## config.mk

```make
export PLATFORM = sky130hd
export DESIGN_NAME = seqdet_stream_ctrl_flat
export DESIGN_NICKNAME = d
export VERILOG_FILES = /design/src/rtl/seqdet_stream_ctrl_if.sv /design/src/rtl/seqdet_stream_ctrl.sv /design/src/flat_wrapper.sv
export SDC_FILE = /design/constraint.sdc
export NUM_CORES = 1
export LEC_CHECK = 0
export CAP_MARGIN = 40
export CORE_UTILIZATION = 56
export DETAILED_ROUTE_END_ITERATION = 12
export GPL_ROUTABILITY_DRIVEN = 0
export PLACE_DENSITY = 0.94
export SYNTH_ARGS = -nofsm -noshare
export SYNTH_HDL_FRONTEND = slang
export SYNTH_SLANG_ARGS = --single-unit
```

## constraint.sdc

```tcl
create_clock -name clk -period 3.3 [get_ports clk]
set_input_delay 0.66 -clock clk [delete_from_list [all_inputs] [get_ports clk]]
set_output_delay 0.66 -clock clk [all_outputs]
set_load 0.05 [all_outputs]
```

## src/rtl/seqdet_stream_ctrl_if.sv

```systemverilog
// Parallel-in / serial-out stream bundle between a word producer and the
// bit-serial sequence detector.
interface seqdet_stream_ctrl_if #(
    parameter int DATA_W = 8
);
    logic              in_valid;
    logic [DATA_W-1:0] in_data;
    logic              in_ready;
    logic              bit_out;
    logic              bit_valid;

    modport master (
        output in_valid,
        output in_data,
        input  in_ready,
        input  bit_out,
        input  bit_valid
    );

    modport slave (
        input  in_valid,
        input  in_data,
        output in_ready,
        output bit_out,
        output bit_valid
    );
endinterface

```

## src/rtl/seqdet_stream_ctrl.sv

```systemverilog
// Word-to-bit serializer (MSB first) with a run-time programmable, overlapping
// bit-pattern detector and a saturating match counter.
module seqdet_stream_ctrl #(
    parameter int                 DATA_W      = 8,
    parameter int                 PAT_MAX     = 8,
    parameter int                 CNT_W       = 16,
    parameter logic [PAT_MAX-1:0] DEF_PATTERN = 8'b0000_0101,
    parameter logic [3:0]         DEF_LEN     = 4'd3
) (
    input  logic               clk,
    input  logic               reset,
    input  logic               ena,
    input  logic               cfg_we,
    input  logic [PAT_MAX-1:0] cfg_pattern,
    input  logic [3:0]         cfg_len,
    seqdet_stream_ctrl_if.slave s,
    output logic               match,
    output logic [CNT_W-1:0]   match_count,
    output logic [1:0]         present_state
);

    localparam int                IDX_W    = (DATA_W > 1) ? $clog2(DATA_W) : 1;
    localparam int                FILL_W   = $clog2(PAT_MAX + 1);
    localparam logic [IDX_W-1:0]  IDX_LAST = IDX_W'(DATA_W - 1);
    localparam logic [IDX_W-1:0]  IDX_ONE  = IDX_W'(1);
    localparam logic [FILL_W-1:0] FILL_MAX = FILL_W'(PAT_MAX);
    localparam logic [FILL_W:0]   FILL_ONE = (FILL_W + 1)'(1);
    localparam logic [CNT_W-1:0]  CNT_MAX  = {CNT_W{1'b1}};
    localparam logic [CNT_W-1:0]  CNT_ONE  = CNT_W'(1);

    typedef enum logic [1:0] {
        ST_IDLE  = 2'd0,
        ST_SHIFT = 2'd1
    } state_e;

    state_e             state_q,     state_d;
    logic [DATA_W-1:0]  shreg_q,     shreg_d;
    logic [IDX_W-1:0]   idx_q,       idx_d;
    logic               bit_out_q,   bit_out_d;
    logic               bit_valid_q, bit_valid_d;
    logic               match_q,     match_d;
    logic [CNT_W-1:0]   cnt_q,       cnt_d;
    logic [PAT_MAX-1:0] pat_q,       pat_d;
    logic [3:0]         len_q,       len_d;
    logic [PAT_MAX-1:0] hist_q,      hist_d;
    logic [FILL_W-1:0]  fill_q,      fill_d;

    logic               last_bit_s;
    logic               in_ready_s;
    logic               hs_s;
    logic               cfg_ok_s;
    logic [PAT_MAX-1:0] hist_next_s;
    logic [PAT_MAX-1:0] mask_s;
    logic [FILL_W:0]    fill_plus_s;
    logic               hit_s;

    assign last_bit_s  = (state_q == ST_SHIFT) && (idx_q == IDX_LAST);
    assign in_ready_s  = ena && !cfg_we && ((state_q == ST_IDLE) || last_bit_s);
    assign hs_s        = in_ready_s && s.in_valid;
    assign cfg_ok_s    = ena && cfg_we && (state_q == ST_IDLE) && !bit_valid_q;
    assign hist_next_s = {hist_q[PAT_MAX-2:0], bit_out_q};
    assign fill_plus_s = {1'b0, fill_q} + FILL_ONE;

    // Window mask selecting the low len_q history bits for the compare.
    always_comb begin
        mask_s = '0;
        for (int i = 0; i < PAT_MAX; i++) begin
            mask_s[i] = (i < int'(len_q));
        end
    end

    assign hit_s = (len_q != 4'd0)
                && (fill_plus_s >= (FILL_W + 1)'(len_q))
                && ((hist_next_s & mask_s) == (pat_q & mask_s));

    // Next-state, serializer, detector and counter update.
    always_comb begin
        state_d     = state_q;
        shreg_d     = shreg_q;
        idx_d       = idx_q;
        bit_out_d   = bit_out_q;
        bit_valid_d = bit_valid_q;
        match_d     = 1'b0;
        cnt_d       = cnt_q;
        pat_d       = pat_q;
        len_d       = len_q;
        hist_d      = hist_q;
        fill_d      = fill_q;

        if (ena) begin
            if (cfg_ok_s) begin
                pat_d  = cfg_pattern;
                len_d  = cfg_len;
                hist_d = '0;
                fill_d = '0;
                cnt_d  = '0;
            end else begin
                if (match_q && (cnt_q != CNT_MAX)) begin
                    cnt_d = cnt_q + CNT_ONE;
                end else begin
                    cnt_d = cnt_q;
                end

                if (bit_valid_q) begin
                    hist_d  = hist_next_s;
                    fill_d  = (fill_q == FILL_MAX) ? FILL_MAX : fill_plus_s[FILL_W-1:0];
                    match_d = hit_s;
                end else begin
                    match_d = 1'b0;
                end

                // A handshake on the last bit reloads directly, so words stream with no bubble.
                case (state_q)
                    ST_IDLE: begin
                        if (hs_s) begin
                            shreg_d     = s.in_data;
                            bit_out_d   = s.in_data[DATA_W-1];
                            bit_valid_d = 1'b1;
                            idx_d       = '0;
                            state_d     = ST_SHIFT;
                        end else begin
                            state_d     = ST_IDLE;
                        end
                    end
                    ST_SHIFT: begin
                        if (!last_bit_s) begin
                            bit_out_d = shreg_q[DATA_W-2];
                            shreg_d   = {shreg_q[DATA_W-2:0], 1'b0};
                            idx_d     = idx_q + IDX_ONE;
                        end else if (hs_s) begin
                            shreg_d     = s.in_data;
                            bit_out_d   = s.in_data[DATA_W-1];
                            bit_valid_d = 1'b1;
                            idx_d       = '0;
                        end else begin
                            bit_valid_d = 1'b0;
                            state_d     = ST_IDLE;
                        end
                    end
                    default: begin
                        bit_valid_d = 1'b0;
                        state_d     = ST_IDLE;
                    end
                endcase
            end
        end else begin
            match_d = 1'b0;
        end
    end

    // State register with synchronous reset.
    always_ff @(posedge clk) begin
        if (reset) begin
            state_q     <= ST_IDLE;
            shreg_q     <= '0;
            idx_q       <= '0;
            bit_out_q   <= 1'b0;
            bit_valid_q <= 1'b0;
            match_q     <= 1'b0;
            cnt_q       <= '0;
            pat_q       <= DEF_PATTERN;
            len_q       <= DEF_LEN;
            hist_q      <= '0;
            fill_q      <= '0;
        end else begin
            state_q     <= state_d;
            shreg_q     <= shreg_d;
            idx_q       <= idx_d;
            bit_out_q   <= bit_out_d;
            bit_valid_q <= bit_valid_d;
            match_q     <= match_d;
            cnt_q       <= cnt_d;
            pat_q       <= pat_d;
            len_q       <= len_d;
            hist_q      <= hist_d;
            fill_q      <= fill_d;
        end
    end

    assign s.in_ready    = in_ready_s;
    assign s.bit_out     = bit_out_q;
    assign s.bit_valid   = bit_valid_q;
    assign match         = match_q;
    assign match_count   = cnt_q;
    assign present_state = state_q;

endmodule

```

## src/flat_wrapper.sv

```systemverilog
// flat-port wrapper written by rule: the top's interface ports become plain ports
module seqdet_stream_ctrl_flat 
#(
    parameter int                 DATA_W      = 8,
    parameter int                 PAT_MAX     = 8,
    parameter int                 CNT_W       = 16,
    parameter logic [PAT_MAX-1:0] DEF_PATTERN = 8'b0000_0101,
    parameter logic [3:0]         DEF_LEN     = 4'd3
)
  (clk, reset, ena, cfg_we, cfg_pattern, cfg_len, match, match_count, present_state, s_in_valid, s_in_data, s_in_ready, s_bit_out, s_bit_valid);
  seqdet_stream_ctrl_if #(.DATA_W(DATA_W)) s_i ();
  input  logic clk;
  input  logic reset;
  input  logic ena;
  input  logic cfg_we;
  input  logic [PAT_MAX-1:0] cfg_pattern;
  input  logic [3:0] cfg_len;
  output logic match;
  output logic [CNT_W-1:0] match_count;
  output logic [1:0] present_state;
  input wire logic [$bits(s_i.in_valid)-1:0] s_in_valid;
  input wire logic [$bits(s_i.in_data)-1:0] s_in_data;
  output wire logic [$bits(s_i.in_ready)-1:0] s_in_ready;
  output wire logic [$bits(s_i.bit_out)-1:0] s_bit_out;
  output wire logic [$bits(s_i.bit_valid)-1:0] s_bit_valid;
  assign s_i.in_valid = s_in_valid;
  assign s_i.in_data = s_in_data;
  assign s_in_ready = s_i.in_ready;
  assign s_bit_out = s_i.bit_out;
  assign s_bit_valid = s_i.bit_valid;
  seqdet_stream_ctrl #(.DATA_W(DATA_W), .PAT_MAX(PAT_MAX), .CNT_W(CNT_W), .DEF_PATTERN(DEF_PATTERN), .DEF_LEN(DEF_LEN)) u_core (.clk(clk), .reset(reset), .ena(ena), .cfg_we(cfg_we), .cfg_pattern(cfg_pattern), .cfg_len(cfg_len), .s(s_i), .match(match), .match_count(match_count), .present_state(present_state));
endmodule
```

==> impl_metrics.tcl <==
set metrics [dict create \
    sequentialPowerShare 0.525 \
    powerDensity_nw_per_um2 398 \
    remaining_drc_errors 0 \
    status "complete, no violations" \
    hold_violations 0 \
    start_util 0.588 \
    synth_edf_count 0 \
    die_y_um 70.1 \
    drv_slew 0 \
    ys_seq_area_frac 0.408 \
    vias_per_cell 6.18 \
    path_cells "clkdlybuf4s50_1 > buf_4 > inv_1 > nor3b_1 > buf_4" \
    min_period_over_period 0.745 \
    swShare 0.242 \
    drt-total-wl_um 6120 \
    grt_use_total 0.269 \
    finalNetCount 375 \
    hold_class "register to register" \
    ys_ff_latch 53 \
    p_int_mw 0.971 \
    peakVddDrop_mv 0.299 \
    grt_max_degree 40 \
    leakage_nw 1.20 \
    cts_root_buffer "clkbuf_8" \
    cts_setup_buffers 0 \
    port_buffers 45 \
    setup_viol 0 \
    core_um2 4410 \
    clkTransAtPathRegs_ns 0.09 \
    grt_pass1_vias 2441 \
    dr.first_iter.drc_count 159 \
    syn_area_per_cell_um2 8.72 \
    setup_tns_ns 0 \
    ant_nets 0 \
    ys.warnings.count 0 \
    dr_total_vias 2435 \
    tightestPinTransition_ns 0.835 \
    synth_cell_type_count 47 \
    cts_tree "done" \
    worst-endpoint-required_ns 2.64 \
    ios 47 \
    clock_sinks 53 \
    fin_crit_ns 2.46 \
    rsz0062_at_grt "no" \
    place_hpwl_um 4270 \
    gr-total-overflow 0 \
    p_clk_frac 0.364 \
    fmax_ghz 0.407 \
    n_fill_cell 349 \
    endpoint_kind "output port" \
    path_common_cell "buf_4" \
    netlist_instances 298 \
    max_slew_margin 0.441 \
    numCtsBuffers 5 \
    grt_antenna_before_repair 0 \
    slowest_delay_ns 0.48 \
    syn_to_final_growth_pct 24.0 \
    critPathMaxFanout 12 \
    slowest_stage "clkdlybuf4s50_1" \
    clock_path_buffers 2 \
    path_class "input pin to output port" \
    startpoint_type "input pin" \
    maxCapViolCount 0 \
    insertedDiodeCount 0 \
    cts_max_level 2 \
    arrival_ns 1.80 \
    netlist_area_um2 2600 \
    post_cts_resized 0 \
    synthFlopType "dfxtp_1" \
    hold_buffers 0 \
    finalClockSkew_ns 0.00427 \
    clkLatencyLatePin_ns 0.32 \
    synth_fp_nets 332 \
    design.die.area_um2 4910 \
    design_power_total_mw 1.28 \
    wl_per_cell_um 15.5 \
    fp-row-count 24 \
    grt_pass1_wl_um 10700 \
    first_pass_iters 4 \
    synthArstFlopShare 0 \
    die_width_um 70.1 \
    pwr-share-comb 0.111 \
    power.switching_mw 0.310 \
    drive_gt1_frac 0.0760 \
]
-- registers in the layout, summed over array words and instances, names as in the netlist --
register and count:
u_core.fill_q 4, u_core.hist_q 7, u_core.idx_q 3, u_core.len_q 4
u_core.match 1, u_core.match_count 16, u_core.pat_q 8, u_core.present_state 1
u_core.s.bit_out 1, u_core.s.bit_valid 1, u_core.shreg_q 7
-- metal layers --
metal,wire (µm),vias to the layer above,share of wire,global-route usage
met3,235,15,0.038,0.0433
met2,3100,87,0.51,0.470
met5,0,-,0,0
met1,2620,1162,0.43,0.312
li1,-,1171,-,-
met4,172,0,0.028,0.149
-- synthesized netlist by cell type, types with 6 or more instances --
cell	n	area, µm²
nand4_1	6	37.5
dfxtp_1	53	1060
ha_1	9	113
a22oi_1	9	67.6
a211oi_1	6	45.0
a21oi_1	15	75.1
o221a_2	7	78.8
clkbuf_1	11	41.3
inv_1	10	37.5
nand2_1	28	105
o21ai_0	8	40.0
nand3_1	12	60.1
nor2_1	41	154
mux2i_1	20	200
or3_1	9	56.3
-- area by class of cell --
class                      count  area, µm²  share of cell area
clock buffer                   6       82.6              0.0256
tap                           52       65.1              0.0202
multi-input combinational    221       1460               0.452
sequential                    53       1060               0.329
clock inverter                 2       37.5              0.0117
inverter                      10       37.5              0.0117
timing repair buffer          50        483               0.150
-- stage by stage --
| step | setup slack, ns | cell area [µm²] | cells | hold WS, ns | utilization |
|---|---|---|---|---|---|
| after floorplan | 0.509 | 2600 | 298 | 0.452 | - |
| after global placement | 0.726 | 3100 | 385 | 0.457 | 0.702 |
| after detailed placement | 0.684 | 3100 | 386 | 0.469 | 0.703 |
| after CTS | 0.847 | 3220 | 394 | 0.483 | 0.730 |
| after global routing | 0.750 | 3220 | 394 | 0.506 | 0.730 |
| final | 0.842 | 3220 | 394 | 0.481 | 0.730 |
-- placed cells by master, fill, tap and decap left out, types with 3 or more instances in the layout --
master            n
dfxtp_1          53
clkdlybuf4s50_1  44
nor2_1           41
nand2_1          28
mux2i_1          20
a21oi_1          15
nand3_1          12
inv_1            10
or3_1             9
a22oi_1           9
ha_1              9
o21ai_0           8
o221a_2           7
nand4_1           6
a211oi_1          6
clkbuf_8          6
xnor2_1           5
xor2_1            5
buf_4             5
and4_1            4
a31oi_1           3
-- worst paths after layout --
path | start | to | slack [ns] | depth (start not counted)
min | u_core.idx_q[2] | u_core.idx_q[2] | 0.48 | 2
max | ena | s_in_ready | 0.84 | 5
max reg2reg | u_core.idx_q[0] | u_core.shreg_q[4] | 1.27 | 6
min reg2reg | u_core.idx_q[2] | u_core.idx_q[2] | 0.48 | 2
-- worst max-delay path, delay by kind of cell --
kind | cells | cell delay, ns
buf+inv | 4 | 0.96
simple gates | 1 | 0.17
-- logic make-up after synthesis --
logic type | count (synthesis) | synth area share
simple gates | 119 | 0.227
buf+inv | 24 | 0.0371
other cells | 1 | 0.00144
flops | 53 | 0.408
fa+ha+maj | 9 | 0.0434
compound gates | 62 | 0.172
xor+xnor | 10 | 0.0337
mux | 20 | 0.0771
-- power by group through the flow --
stage	Combinational, mW	Sequential [mW]	Clock (mW)
after detailed placement	0.141	0.686	0
final	0.142	0.673	0.467
after CTS	0.142	0.673	0.470
after global routing	0.155	0.675	0.493
after floorplan	0.0793	0.689	0
after global placement	0.135	0.685	0
(Power assumes the default switching activity.)
